==> src/rtl/pwm_rampa_driver_if.sv <==
// Signal bundle between the ramp controller and the PWM driver.
// master: the controller side that drives enable/level selects.
// slave: the PWM driver side that returns the output and status.
interface pwm_rampa_driver_if;
   logic       en;
   logic       lvl_30;
   logic       lvl_50;
   logic       lvl_100;
   logic       pwm_out;
   logic [6:0] duty;
   logic       at_target;
   logic       sel_err;
   logic [1:0] state;

   modport master (
      output en, lvl_30, lvl_50, lvl_100,
      input  pwm_out, duty, at_target, sel_err, state
   );

   modport slave (
      input  en, lvl_30, lvl_50, lvl_100,
      output pwm_out, duty, at_target, sel_err, state
   );
endinterface

==> src/rtl/pwm_rampa_driver.sv <==
// Motor PWM driver with slewed duty cycle.
// Converts one-hot speed levels (30/50/100 %) into a PWM signal whose duty
// moves by STEP % once per PWM period toward the registered target.
//
// state     | meaning
// ----------+----------------------------------------------
// IDLE      | duty == 0 and target == 0
// RAMP_UP   | duty below target, rising at each period end
// RAMP_DOWN | duty above target, falling at each period end
// HOLD      | duty == target, target nonzero
module pwm_rampa_driver #(
   parameter int unsigned CLK_DIV = 10,
   parameter int unsigned STEP    = 1
) (
   input  logic            clk,
   input  logic            reset,
   pwm_rampa_driver_if.slave bus
);

   typedef enum logic [1:0] {
      IDLE      = 2'b00,
      RAMP_UP   = 2'b01,
      RAMP_DOWN = 2'b10,
      HOLD      = 2'b11
   } state_t;

   localparam logic [15:0] DIV_LAST   = 16'(CLK_DIV - 1);
   localparam logic [7:0]  STEP_W     = 8'(STEP);
   localparam logic [6:0]  PHASE_LAST = 7'd99;

   logic [15:0] div_cnt;
   logic [6:0]  phase;
   logic        tick;
   logic        pb;

   logic [6:0]  target_q;
   logic [6:0]  target_d;
   logic        sel_err_q;
   logic        sel_err_d;
   logic [1:0]  sel_cnt;
   logic [6:0]  lvl_val;

   logic [6:0]  duty_q;
   logic [6:0]  duty_d;
   logic [7:0]  up_sum;
   logic [7:0]  down_gap;
   state_t      state_q;
   state_t      state_d;

   assign tick = (div_cnt == DIV_LAST);
   assign pb   = tick && (phase == PHASE_LAST);

   // PWM time base: clock divider feeding a 0..99 phase counter, both held
   // at zero while the drive is disabled so a re-enable starts a clean period.
   always_ff @(posedge clk or posedge reset) begin
      if (reset) begin
         div_cnt <= '0;
         phase   <= '0;
      end else if (!bus.en) begin
         div_cnt <= '0;
         phase   <= '0;
      end else if (tick) begin
         div_cnt <= '0;
         phase   <= (phase == PHASE_LAST) ? 7'd0 : phase + 7'd1;
      end else begin
         div_cnt <= div_cnt + 16'd1;
      end
   end

   // Level decode: anything other than exactly one select maps to 0 %;
   // more than one select is additionally flagged as an error.
   always_comb begin
      sel_cnt   = 2'({1'b0, bus.lvl_30}) + 2'({1'b0, bus.lvl_50})
                + 2'({1'b0, bus.lvl_100});
      sel_err_d = (sel_cnt > 2'd1);
      lvl_val   = 7'd0;
      if (bus.lvl_30)  lvl_val = 7'd30;
      if (bus.lvl_50)  lvl_val = 7'd50;
      if (bus.lvl_100) lvl_val = 7'd100;
      target_d  = (bus.en && sel_cnt == 2'd1) ? lvl_val : 7'd0;
   end

   // Next duty (slewed, saturating at the registered target) and the state
   // that the new duty/target pair will represent.
   always_comb begin
      duty_d   = duty_q;
      up_sum   = {1'b0, duty_q} + STEP_W;
      down_gap = {1'b0, duty_q} - {1'b0, target_q};
      if (!bus.en) begin
         duty_d = 7'd0;
      end else if (pb) begin
         if (duty_q < target_q) begin
            duty_d = (up_sum > {1'b0, target_q}) ? target_q : up_sum[6:0];
         end else if (duty_q > target_q) begin
            duty_d = (down_gap <= STEP_W) ? target_q : duty_q - STEP_W[6:0];
         end
      end

      if (duty_d < target_d) begin
         state_d = RAMP_UP;
      end else if (duty_d > target_d) begin
         state_d = RAMP_DOWN;
      end else if (target_d == 7'd0) begin
         state_d = IDLE;
      end else begin
         state_d = HOLD;
      end
   end

   // State, duty and decoded-level registers.
   always_ff @(posedge clk or posedge reset) begin
      if (reset) begin
         state_q   <= IDLE;
         duty_q    <= '0;
         target_q  <= '0;
         sel_err_q <= 1'b0;
      end else begin
         state_q   <= state_d;
         duty_q    <= duty_d;
         target_q  <= target_d;
         sel_err_q <= sel_err_d;
      end
   end

   // en gates the output directly so a disable silences the motor at once.
   assign bus.pwm_out   = bus.en & (phase < duty_q);
   assign bus.duty      = duty_q;
   assign bus.at_target = (duty_q == target_q);
   assign bus.sel_err   = sel_err_q;
   assign bus.state     = state_q;

endmodule

==> src/flat_wrapper.sv <==
// flat-port wrapper written by rule: the top's interface ports become plain ports
module pwm_rampa_driver_flat 
#(
   parameter int unsigned CLK_DIV = 10,
   parameter int unsigned STEP    = 1
)
  (clk, reset, bus_en, bus_lvl_30, bus_lvl_50, bus_lvl_100, bus_pwm_out, bus_duty, bus_at_target, bus_sel_err, bus_state);
  pwm_rampa_driver_if bus_i ();
  input  logic clk;
  input  logic reset;
  input wire logic [$bits(bus_i.en)-1:0] bus_en;
  input wire logic [$bits(bus_i.lvl_30)-1:0] bus_lvl_30;
  input wire logic [$bits(bus_i.lvl_50)-1:0] bus_lvl_50;
  input wire logic [$bits(bus_i.lvl_100)-1:0] bus_lvl_100;
  output wire logic [$bits(bus_i.pwm_out)-1:0] bus_pwm_out;
  output wire logic [$bits(bus_i.duty)-1:0] bus_duty;
  output wire logic [$bits(bus_i.at_target)-1:0] bus_at_target;
  output wire logic [$bits(bus_i.sel_err)-1:0] bus_sel_err;
  output wire logic [$bits(bus_i.state)-1:0] bus_state;
  assign bus_i.en = bus_en;
  assign bus_i.lvl_30 = bus_lvl_30;
  assign bus_i.lvl_50 = bus_lvl_50;
  assign bus_i.lvl_100 = bus_lvl_100;
  assign bus_pwm_out = bus_i.pwm_out;
  assign bus_duty = bus_i.duty;
  assign bus_at_target = bus_i.at_target;
  assign bus_sel_err = bus_i.sel_err;
  assign bus_state = bus_i.state;
  pwm_rampa_driver #(.CLK_DIV(CLK_DIV), .STEP(STEP)) u_core (.clk(clk), .reset(reset), .bus(bus_i));
endmodule
==> config.mk <==
export PLATFORM = sky130hd
export DESIGN_NAME = pwm_rampa_driver_flat
export DESIGN_NICKNAME = d
export VERILOG_FILES = /design/src/rtl/pwm_rampa_driver_if.sv /design/src/rtl/pwm_rampa_driver.sv /design/src/flat_wrapper.sv
export SDC_FILE = /design/constraint.sdc
export NUM_CORES = 1
export LEC_CHECK = 0
export ABC_AREA = 0
export BUFFER_PORTS_ARGS = -buffer_cell sky130_fd_sc_hd__buf_2
export CAP_MARGIN = 40
export CORE_UTILIZATION = 55
export CTS_CLUSTER_SIZE = 16
export DETAILED_ROUTE_END_ITERATION = 10
export PLACE_DENSITY = 0.7
export SYNTH_ARGS = -nofsm -noshare
export SYNTH_HDL_FRONTEND = slang
export SYNTH_SLANG_ARGS = --single-unit
==> constraint.sdc <==
create_clock -name clk -period 4.4 [get_ports clk]
set_clock_uncertainty 0.2 [all_clocks]
set_input_delay 0.66 -clock clk [delete_from_list [all_inputs] [get_ports clk]]
set_output_delay 0.66 -clock clk [all_outputs]
set_load 0.05 [all_outputs]
==> results of run 1 <==
[kinds of logic after synthesis]
kind of cell | after synthesis | share of synthesized area
and+or+nand+nor | 138 | 0.237
AOI/OAI and AO/OA | 89 | 0.197
DFF | 38 | 0.311
buffers and inverters | 37 | 0.0470
adders and majority gates | 31 | 0.132
xor gates and xnor gates | 23 | 0.0658
muxes | 3 | 0.0102
[worst min-delay path, delay by kind of cell]
| kind | cells | cell delay [ns] |
|---|---|---|
| buf+inv | 3 | 0.54 |
[flip-flops by register name (all words and copies together), names as in the netlist]
register,flops
u_core.bus.state,2
u_core.target_q,5
u_core.bus.duty,7
u_core.phase,7
u_core.div_cnt,16
u_core.bus.sel_err,1
[layer usage]
layer  GRT usage  up-vias
met3      0.0527       27
met4       0.127        0
met2       0.413      116
li1            -     1383
met5           0        -
met1       0.400     1323
[power groups by stage]
stage               clock network (mW)  logic, mW  registers [mW]
detailed placement                   0      0.178           0.371
global route                     0.327      0.210           0.365
global placement                     0      0.178           0.371
finish                           0.306      0.194           0.364
floorplan                            0      0.116           0.386
CTS                              0.313      0.178           0.364
[path summary, 6_finish.rpt]
check                                             startpoint                             to  slack (ns)  depth (start not counted)
worst max-delay path            u_core.bus.duty[0]$_DFF_PP0_  u_core.bus.state[1]$_DFF_PP0_        0.19                         17
worst min-delay path                                   reset    u_core.div_cnt[1]$_DFF_PP0_        0.27                          3
worst max register to register  u_core.bus.duty[0]$_DFF_PP0_  u_core.bus.state[1]$_DFF_PP0_        0.19                         17
worst min register to register   u_core.div_cnt[0]$_DFF_PP0_    u_core.div_cnt[0]$_DFF_PP0_        0.34                          1
max in group asynchronous                              reset   u_core.bus.duty[5]$_DFF_PP0_        3.35                          3
min in group clk                 u_core.div_cnt[0]$_DFF_PP0_    u_core.div_cnt[0]$_DFF_PP0_        0.34                          1
[layout make-up]
| class | instances | area share |
|---|---|---|
| Multi-Input combinational cell | 284 | 0.572 |
| Timing Repair Buffer | 39 | 0.0704 |
| Sequential cell | 38 | 0.269 |
| Inverter | 30 | 0.0324 |
| Clock inverter | 1 | 0.00844 |
| Clock buffer | 6 | 0.0232 |
| Tap cell | 70 | 0.0246 |
[placed cells by master, fill, tap and decap left out, types with 3 or more instances in the layout]
cell type	count
and3_1	9
nand2_1	27
xnor2_1	7
xor2_1	14
o21a_1	3
ha_1	27
inv_1	26
a41oi_1	3
a31oi_1	3
a211oi_1	4
and2_1	3
nor3_1	10
nand3_1	23
a311oi_1	3
or3_1	5
nor2b_1	3
nor2_1	30
a21o_1	6
clkbuf_8	6
dfrtp_2	5
a21oi_1	19
nand2b_1	5
buf_2	17
dfrtp_1	33
nor4_1	3
nand4_1	5
buf_4	22
o21ai_0	20
[what timing repair did]
action | CTS | global route
hold buffers | 0 | 0
setup endpoints to repair | 2 | 2
pin swaps | 0 | 6
resized for setup | 3 | 17
cloned | 0 | 0
setup buffers | 3 | 10
==> metrics.yaml, run 1 <==
outcome: "finished clean"
powerDensity_nw_per_um2: 243
h-tree-depth: 2
grt_max_degree: 39
start_kind: "register"
synth_warnings: 0
cts_tree: "built"
drt-total-wl_mm: 7.83
end_kind: "register"
clock-sinks: 38
power_frac_clock: 0.354
intPower_mw: 0.608
async_flop_share: 1.00
ios: 18
critPathMaxStageDelay_ns: 0.46
syn_inst: 359
met1_length_mm: 3.76
dieHeight_um: 76.6
switching_share: 0.296
fmax_ghz: 0.238
p_switching_mw: 0.256
avgRoutedWirePerCell_um: 16.7
path_delay_family: "compound AO/OA/AOI/OAI gates"
syn_nets: 396
syn_to_final_growth_pct: 16.1
synth_edf_count: 0
clock-root-buffer: "clkbuf_8"
tns_ns: 0
yosys.area.top_type: "dfrtp_1"
antenna_found_initial: 0
routabilityCongestion: 0.939
detail_route.first_pass.iterations: 5
clk-insertion-delay-late_ns: 0.30
setup_viol: 0
hold_violations: 0
fin_crit_sh: 0.956
avgSynthCellArea_um2: 8.53
vias: 2849
seq_power_share: 0.422
hpwl_mm: 5.98
cp_cell_sequence: "nand3_2 -> nor3_2 -> xnor2_1 -> ha_1 -> buf_4 -> a211oi_2 -> a21boi_0 -> o211ai_1 -> nand3_1 -> o221ai_1 -> ha_1 -> nand4_1 -> inv_1 -> nand3_1 -> or2_0 -> o32a_1 -> o21a_1"
place_inst: 448
critPathArrivalTime_ns: 4.19
post-route-drc-count: 0
antenna_cells: 0
die_w_um: 76.6
drive_gt1_frac: 0.183
min_path_type: "in -> async"
dieArea_um2: 5870
numCtsBuffers: 5
seq_area_um2: 957
ys_seq_elements: 38
yosysMostFrequentCell: "dfrtp_1"
synthTopCellsByArea: "dfrtp_1 (31%), ha_1 (12%), xor2_1 (4.0%)"
met2_length_mm: 3.36
met3_length_um: 517
syn_area_um2: 3060
ys.flop_type: "dfrtp_1"
yosysUniqueCellTypes: 59
worst_pin_slew_ns: 0.600
yosysSeqAreaShare: 0.311
maxSlewViolCount: 0
final_util: 0.679
worstSetupPathType: "reg -> reg"
worst_slack_ns: 0.192
dp_slack_ns: -0.0858
grt_use_total: 0.281
relSlewSlack: 0.599
io_buffer_count: 17
fin_crit_ns: 4.21
power_mw: 0.864
fillers: 434
worst_ir_drop_vdd_v: 0.000280
drt_iter0_drc: 323
cts.path.max_buffers: 2
synth_top_area_frac: 0.311
highest_layer: "met4"
synth_common_cells: "dfrtp_1 (38), nor2_1 (30), ha_1 (29)"
leakagePower_nw: 1.66
start_util: 0.585
viasPerCell: 6.09
whs_ns: 0.265
cp_num_buf_inv: 2
max_cap_violations: 0
grt_pass1_wl_mm: 13.0
cts.clk_slew.worst_paths_ns: 0.08
rows: 26
fin_nets: 435
core_area_um2: 5240
multi_input_area_um2: 2030
grt_pass1_vias: 2675
required_ns: 4.38
fin_area_um2: 3560
crit_path_max_fanout: 6
place_area_um2: 3270
crit_slowest_cell: "dfrtp_2"
final_cells: 468
overflow: 0
drtAntennaViolNets: 0
combPwrFrac: 0.225
Note: power is estimated with default switching activity, not from simulation.
==> run 2, diff against run 1 <==
Clock period 4.4 ns to 4.8 ns, I/O delays scaled along.
==> metrics.yaml, run 2 (synthesized netlist as in run 1, its figures left out) <==
ff2ff_setup_slack_ns: 0.25
rr_startpoint: "u_core.bus.duty[2]$_DFF_PP0_"
start_kind: "register"
max_cap_violations: 0
final_util: 0.633
tns_ns: 0
leakagePower_nw: 1.55
largest_register_ff_count: 16
grt_setup_unrepaired: "false"
worstSetupPathType: "reg -> reg"
combPwrFrac: 0.227
worst_pin_slew_ns: 0.572
seq_power_share: 0.461
cts.clk_slew.worst_paths_ns: 0.08
drt_iter0_drc: 294
fin_crit_ns: 4.55
maxSlewViolCount: 0
core_area_um2: 5240
grt_use_total: 0.275
top_register: "u_core.div_cnt"
dieArea_um2: 5870
postCtsSetupBuffers: 0
clk-insertion-delay-late_ns: 0.29
critPathCapture: "u_core.bus.state[1]$_DFF_PP0_"
clock-root-buffer: "clkbuf_8"
layout_common_cells: "dfrtp_1 (38), nor2_1 (30), ha_1 (29), inv_1 (28), nand2_1 (27)"
avgRoutedWirePerCell_um: 16.9
grt_max_degree: 39
drtAntennaViolNets: 0
intPower_mw: 0.495
clock-sinks: 38
post_cts_resize_count: 0
viasPerCell: 6.18
rows: 26
grt_pass1_wl_mm: 12.7
end_kind: "register"
relSlewSlack: 0.616
syn_to_final_growth_pct: 8.34
start_util: 0.585
worst_ir_drop_vdd_v: 0.000205
numCtsBuffers: 5
powerDensity_nw_per_um2: 218
postCtsHoldBufs: 0
hold_violations: 0
die_w_um: 76.6
ff2ff_path_depth: 17
antenna_cells: 0
fmax_ghz: 0.220
r2r-end: "u_core.bus.state[1]$_DFF_PP0_"
setup_viol: 0
vias: 2783
cts.path.max_buffers: 2
drive_gt1_frac: 0.100
cp_cell_sequence: "nand3_1 -> nor3_1 -> xnor2_1 -> ha_1 -> and4_4 -> a21oi_2 -> a21bo_1 -> a21bo_2 -> o2111ai_1 -> o211ai_1 -> ha_1 -> nand4_1 -> inv_1 -> nand3_1 -> or2_0 -> o32a_1 -> o21a_1"
layout_commonest_cell: "dfrtp_1"
io_buffer_count: 17
fin_crit_sh: 0.948
critPathMaxStageDelay_ns: 0.61
power_frac_clock: 0.313
routabilityCongestion: 0.960
post-route-drc-count: 0
required_ns: 4.78
p_switching_mw: 0.229
grt_pass1_vias: 2620
fin_nets: 416
critPathArrivalTime_ns: 4.53
crit_path_max_fanout: 12
ios: 18
dieHeight_um: 76.6
switching_share: 0.317
min_path_type: "in -> async"
h-tree-depth: 2
overflow: 0
hpwl_mm: 5.84
worstSetupStartpoint: "u_core.bus.duty[2]$_DFF_PP0_"
cts_tree: "built"
drt-total-wl_mm: 7.60
crit_slowest_cell: "dfrtp_1"
outcome: "finished clean"
antenna_found_initial: 0
detail_route.first_pass.iterations: 5
## run 2: through the flow
step / power (mW) / hold slack, ns / setup slack [ns] / instance area (µm²) / instances
6_report: 0.724 / 0.333 / 0.249 / 3320 / 450
4_1_cts: 0.726 / 0.335 / 0.337 / 3320 / 450
3_5_place_dp: 0.500 / 0.326 / 0.356 / 3230 / 442
5_1_grt: 0.760 / 0.367 / 0.0157 / 3320 / 450
2_1_floorplan: 0.460 / 0.291 / 0.405 / 3060 / 359
3_3_place_gp: 0.501 / 0.322 / 0.503 / 3230 / 442
## run 2: metal layers
| metal | GRT usage | vias to the layer above | wire length [µm] |
|---|---|---|---|
| met5 | 0 | - | 0 |
| met4 | 0.0865 | 0 | 157 |
| li1 | - | 1349 | - |
| met1 | 0.387 | 1302 | 3590 |
| met3 | 0.0455 | 19 | 534 |
| met2 | 0.429 | 113 | 3320 |
## run 2: power groups by stage
stage	logic (mW)	clock network, mW	registers (mW)
final	0.164	0.227	0.334
after global routing	0.177	0.249	0.334
after CTS	0.161	0.232	0.333
after detailed placement	0.160	0	0.340
after global placement	0.161	0	0.340
after floorplan	0.106	0	0.354
## run 2: cell type report
cell class / count / area (µm²)
Multi-Input combinational cell: 284 / 1970
Fill cell: 464 / 1920
Sequential cell: 38 / 951
Inverter: 30 / 113
Timing Repair Buffer: 20 / 108
Tap cell: 70 / 87.6
Clock buffer: 7 / 86.3
Clock inverter: 1 / 5.00
## run 2: worst max-delay path, delay by kind of cell (launching register included)
| family | cells | cell delay [ns] |
|---|---|---|
| xor+xnor | 1 | 0.19 |
| compound gates | 7 | 1.55 |
| flops | 1 | 0.61 |
| simple gates | 6 | 1.17 |
| buf+inv | 1 | 0.07 |
| fa+ha+maj | 2 | 0.64 |
## run 2: worst min path at each step
stage,startpoint,end,depth (start not counted)
6_report,reset,u_core.bus.state[1]$_DFF_PP0_,3
3_3_place_gp,u_core.div_cnt[15]$_DFF_PP0_,u_core.div_cnt[15]$_DFF_PP0_,2
4_1_cts,u_core.div_cnt[0]$_DFF_PP0_,u_core.div_cnt[0]$_DFF_PP0_,1
2_1_floorplan,u_core.phase[0]$_DFFE_PP0P_,u_core.phase[0]$_DFFE_PP0P_,1
5_1_grt,reset,u_core.bus.state[1]$_DFF_PP0_,3
3_5_place_dp,u_core.div_cnt[0]$_DFF_PP0_,u_core.div_cnt[0]$_DFF_PP0_,1
==> run 3, diff against run 2 <==
Settings changed: CTS_BUF_LIST from default to sky130_fd_sc_hd__clkbuf_8, CTS_CLUSTER_SIZE 16 to 25.
==> metrics.yaml, run 3 (synthesized netlist as in run 1, its figures left out) <==
fin_area_um2: 3320
grt_pass1_vias: 2620
vias: 2779
worst_slack_ns: 0.250
maxSlewViolCount: 0
hold_violations: 0
grt_use_total: 0.275
post_cts_resize_count: 0
drt_iter0_drc: 295
crit_path_max_fanout: 12
cts.clk_slew.worst_paths_ns: 0.08
setup_viol: 0
antenna_cells: 0
dieArea_um2: 5870
required_ns: 4.78
hpwl_mm: 5.84
tns_ns: 0
min_path_type: "in -> async"
postCtsSetupBuffers: 0
worst_pin_slew_ns: 0.575
routabilityCongestion: 0.960
grt_max_degree: 39
numCtsBuffers: 5
viasPerCell: 6.18
cts.path.max_buffers: 2
drt-total-wl_mm: 7.59
dieHeight_um: 76.6
drtAntennaViolNets: 0
max_cap_violations: 0
start_util: 0.585
layout_commonest_cell: "dfrtp_1"
grt_pass1_wl_mm: 12.7
place_area_um2: 3230
rows: 26
worstSetupPathType: "reg -> reg"
outcome: "finished clean"
critPathArrivalTime_ns: 4.53
avgRoutedWirePerCell_um: 16.9
top_register: "u_core.div_cnt"
io_buffer_count: 17
fin_crit_ns: 4.55
postCtsHoldBufs: 0
fin_crit_sh: 0.948
layout_common_cells: "dfrtp_1 (38), nor2_1 (30), inv_1 (29), ha_1 (29), nand2_1 (27)"
leakagePower_nw: 1.55
largest_register_ff_count: 16
relSlewSlack: 0.614
start_kind: "register"
clock-root-buffer: "clkbuf_8"
h-tree-depth: 2
fin_nets: 416
cts_tree: "built"
post-route-drc-count: 0
overflow: 0
detail_route.first_pass.iterations: 5
die_w_um: 76.6
core_area_um2: 5240
dp_slack_ns: 0.356
clock-sinks: 38
ios: 18
fmax_ghz: 0.220
clk-insertion-delay-late_ns: 0.28
worst_ir_drop_vdd_v: 0.000205
drive_gt1_frac: 0.100
syn_to_final_growth_pct: 8.34
powerDensity_nw_per_um2: 218
antenna_found_initial: 0
grt_setup_unrepaired: "false"
end_kind: "register"
run 3: changes by cell type in the layout (fill, tap and decap cells not counted), sizes merged:
cell	previous run	this run
inv	29	30
clkbuf	7	6
run 3: cell type report:
| class | instances | area (µm²) |
|---|---|---|
| Clock buffer | 6 | 82.6 |
| Clock inverter | 2 | 8.76 |
| Fill cell | 464 | 1920 |
| Inverter | 30 | 113 |
| Multi-Input combinational cell | 284 | 1970 |
| Sequential cell | 38 | 951 |
| Tap cell | 70 | 87.6 |
| Timing Repair Buffer | 20 | 108 |
run 3: critical path: stages (launching register included):
cell       delay (ns)
dfrtp_1          0.61
nand3_1          0.28
nor3_1           0.24
xnor2_1          0.19
ha_1             0.31
and4_4           0.22
a21oi_2          0.14
a21bo_1          0.32
a21bo_2          0.26
o2111ai_1        0.17
o211ai_1         0.17
ha_1             0.34
nand4_1          0.11
inv_1            0.07
nand3_1          0.10
or2_0            0.22
o32a_1           0.32
o21a_1           0.17
run 3: report_power, final:
part           leakage, nW  switching (mW)  total [mW]  internal, mW
Clock               0.0524           0.110       0.224         0.114
Combinational        0.975           0.113       0.164        0.0512
Sequential           0.522         0.00569       0.334         0.328
run 3: stage by stage:
step / hold slack, ns / std cells / power (mW) / utilization
5_1_grt: 0.367 / 450 / 0.759 / 0.633
2_1_floorplan: 0.291 / 359 / 0.460 / -
6_report: 0.334 / 450 / 0.722 / 0.633
3_5_place_dp: 0.326 / 442 / 0.500 / 0.616
4_1_cts: 0.335 / 450 / 0.724 / 0.633
3_3_place_gp: 0.322 / 442 / 0.501 / 0.616
run 3: path summary, 6_finish.rpt:
path	start	to	slack [ns]	cells past startpoint
max reg2reg	u_core.bus.duty[2]$_DFF_PP0_	u_core.bus.state[1]$_DFF_PP0_	0.25	17
max	u_core.bus.duty[2]$_DFF_PP0_	u_core.bus.state[1]$_DFF_PP0_	0.25	17
min in group clk	u_core.div_cnt[0]$_DFF_PP0_	u_core.div_cnt[0]$_DFF_PP0_	0.34	1
max in group asynchronous	reset	u_core.div_cnt[3]$_DFF_PP0_	3.73	3
min reg2reg	u_core.div_cnt[0]$_DFF_PP0_	u_core.div_cnt[0]$_DFF_PP0_	0.34	1
min	reset	u_core.bus.state[1]$_DFF_PP0_	0.33	3
run 3: layer usage:
metal,up-vias,wire length [µm],track usage
li1,1351,-,-
met1,1301,3600,0.387
met2,110,3330,0.429
met3,17,528,0.0455
met4,0,138,0.0865
met5,-,0,0
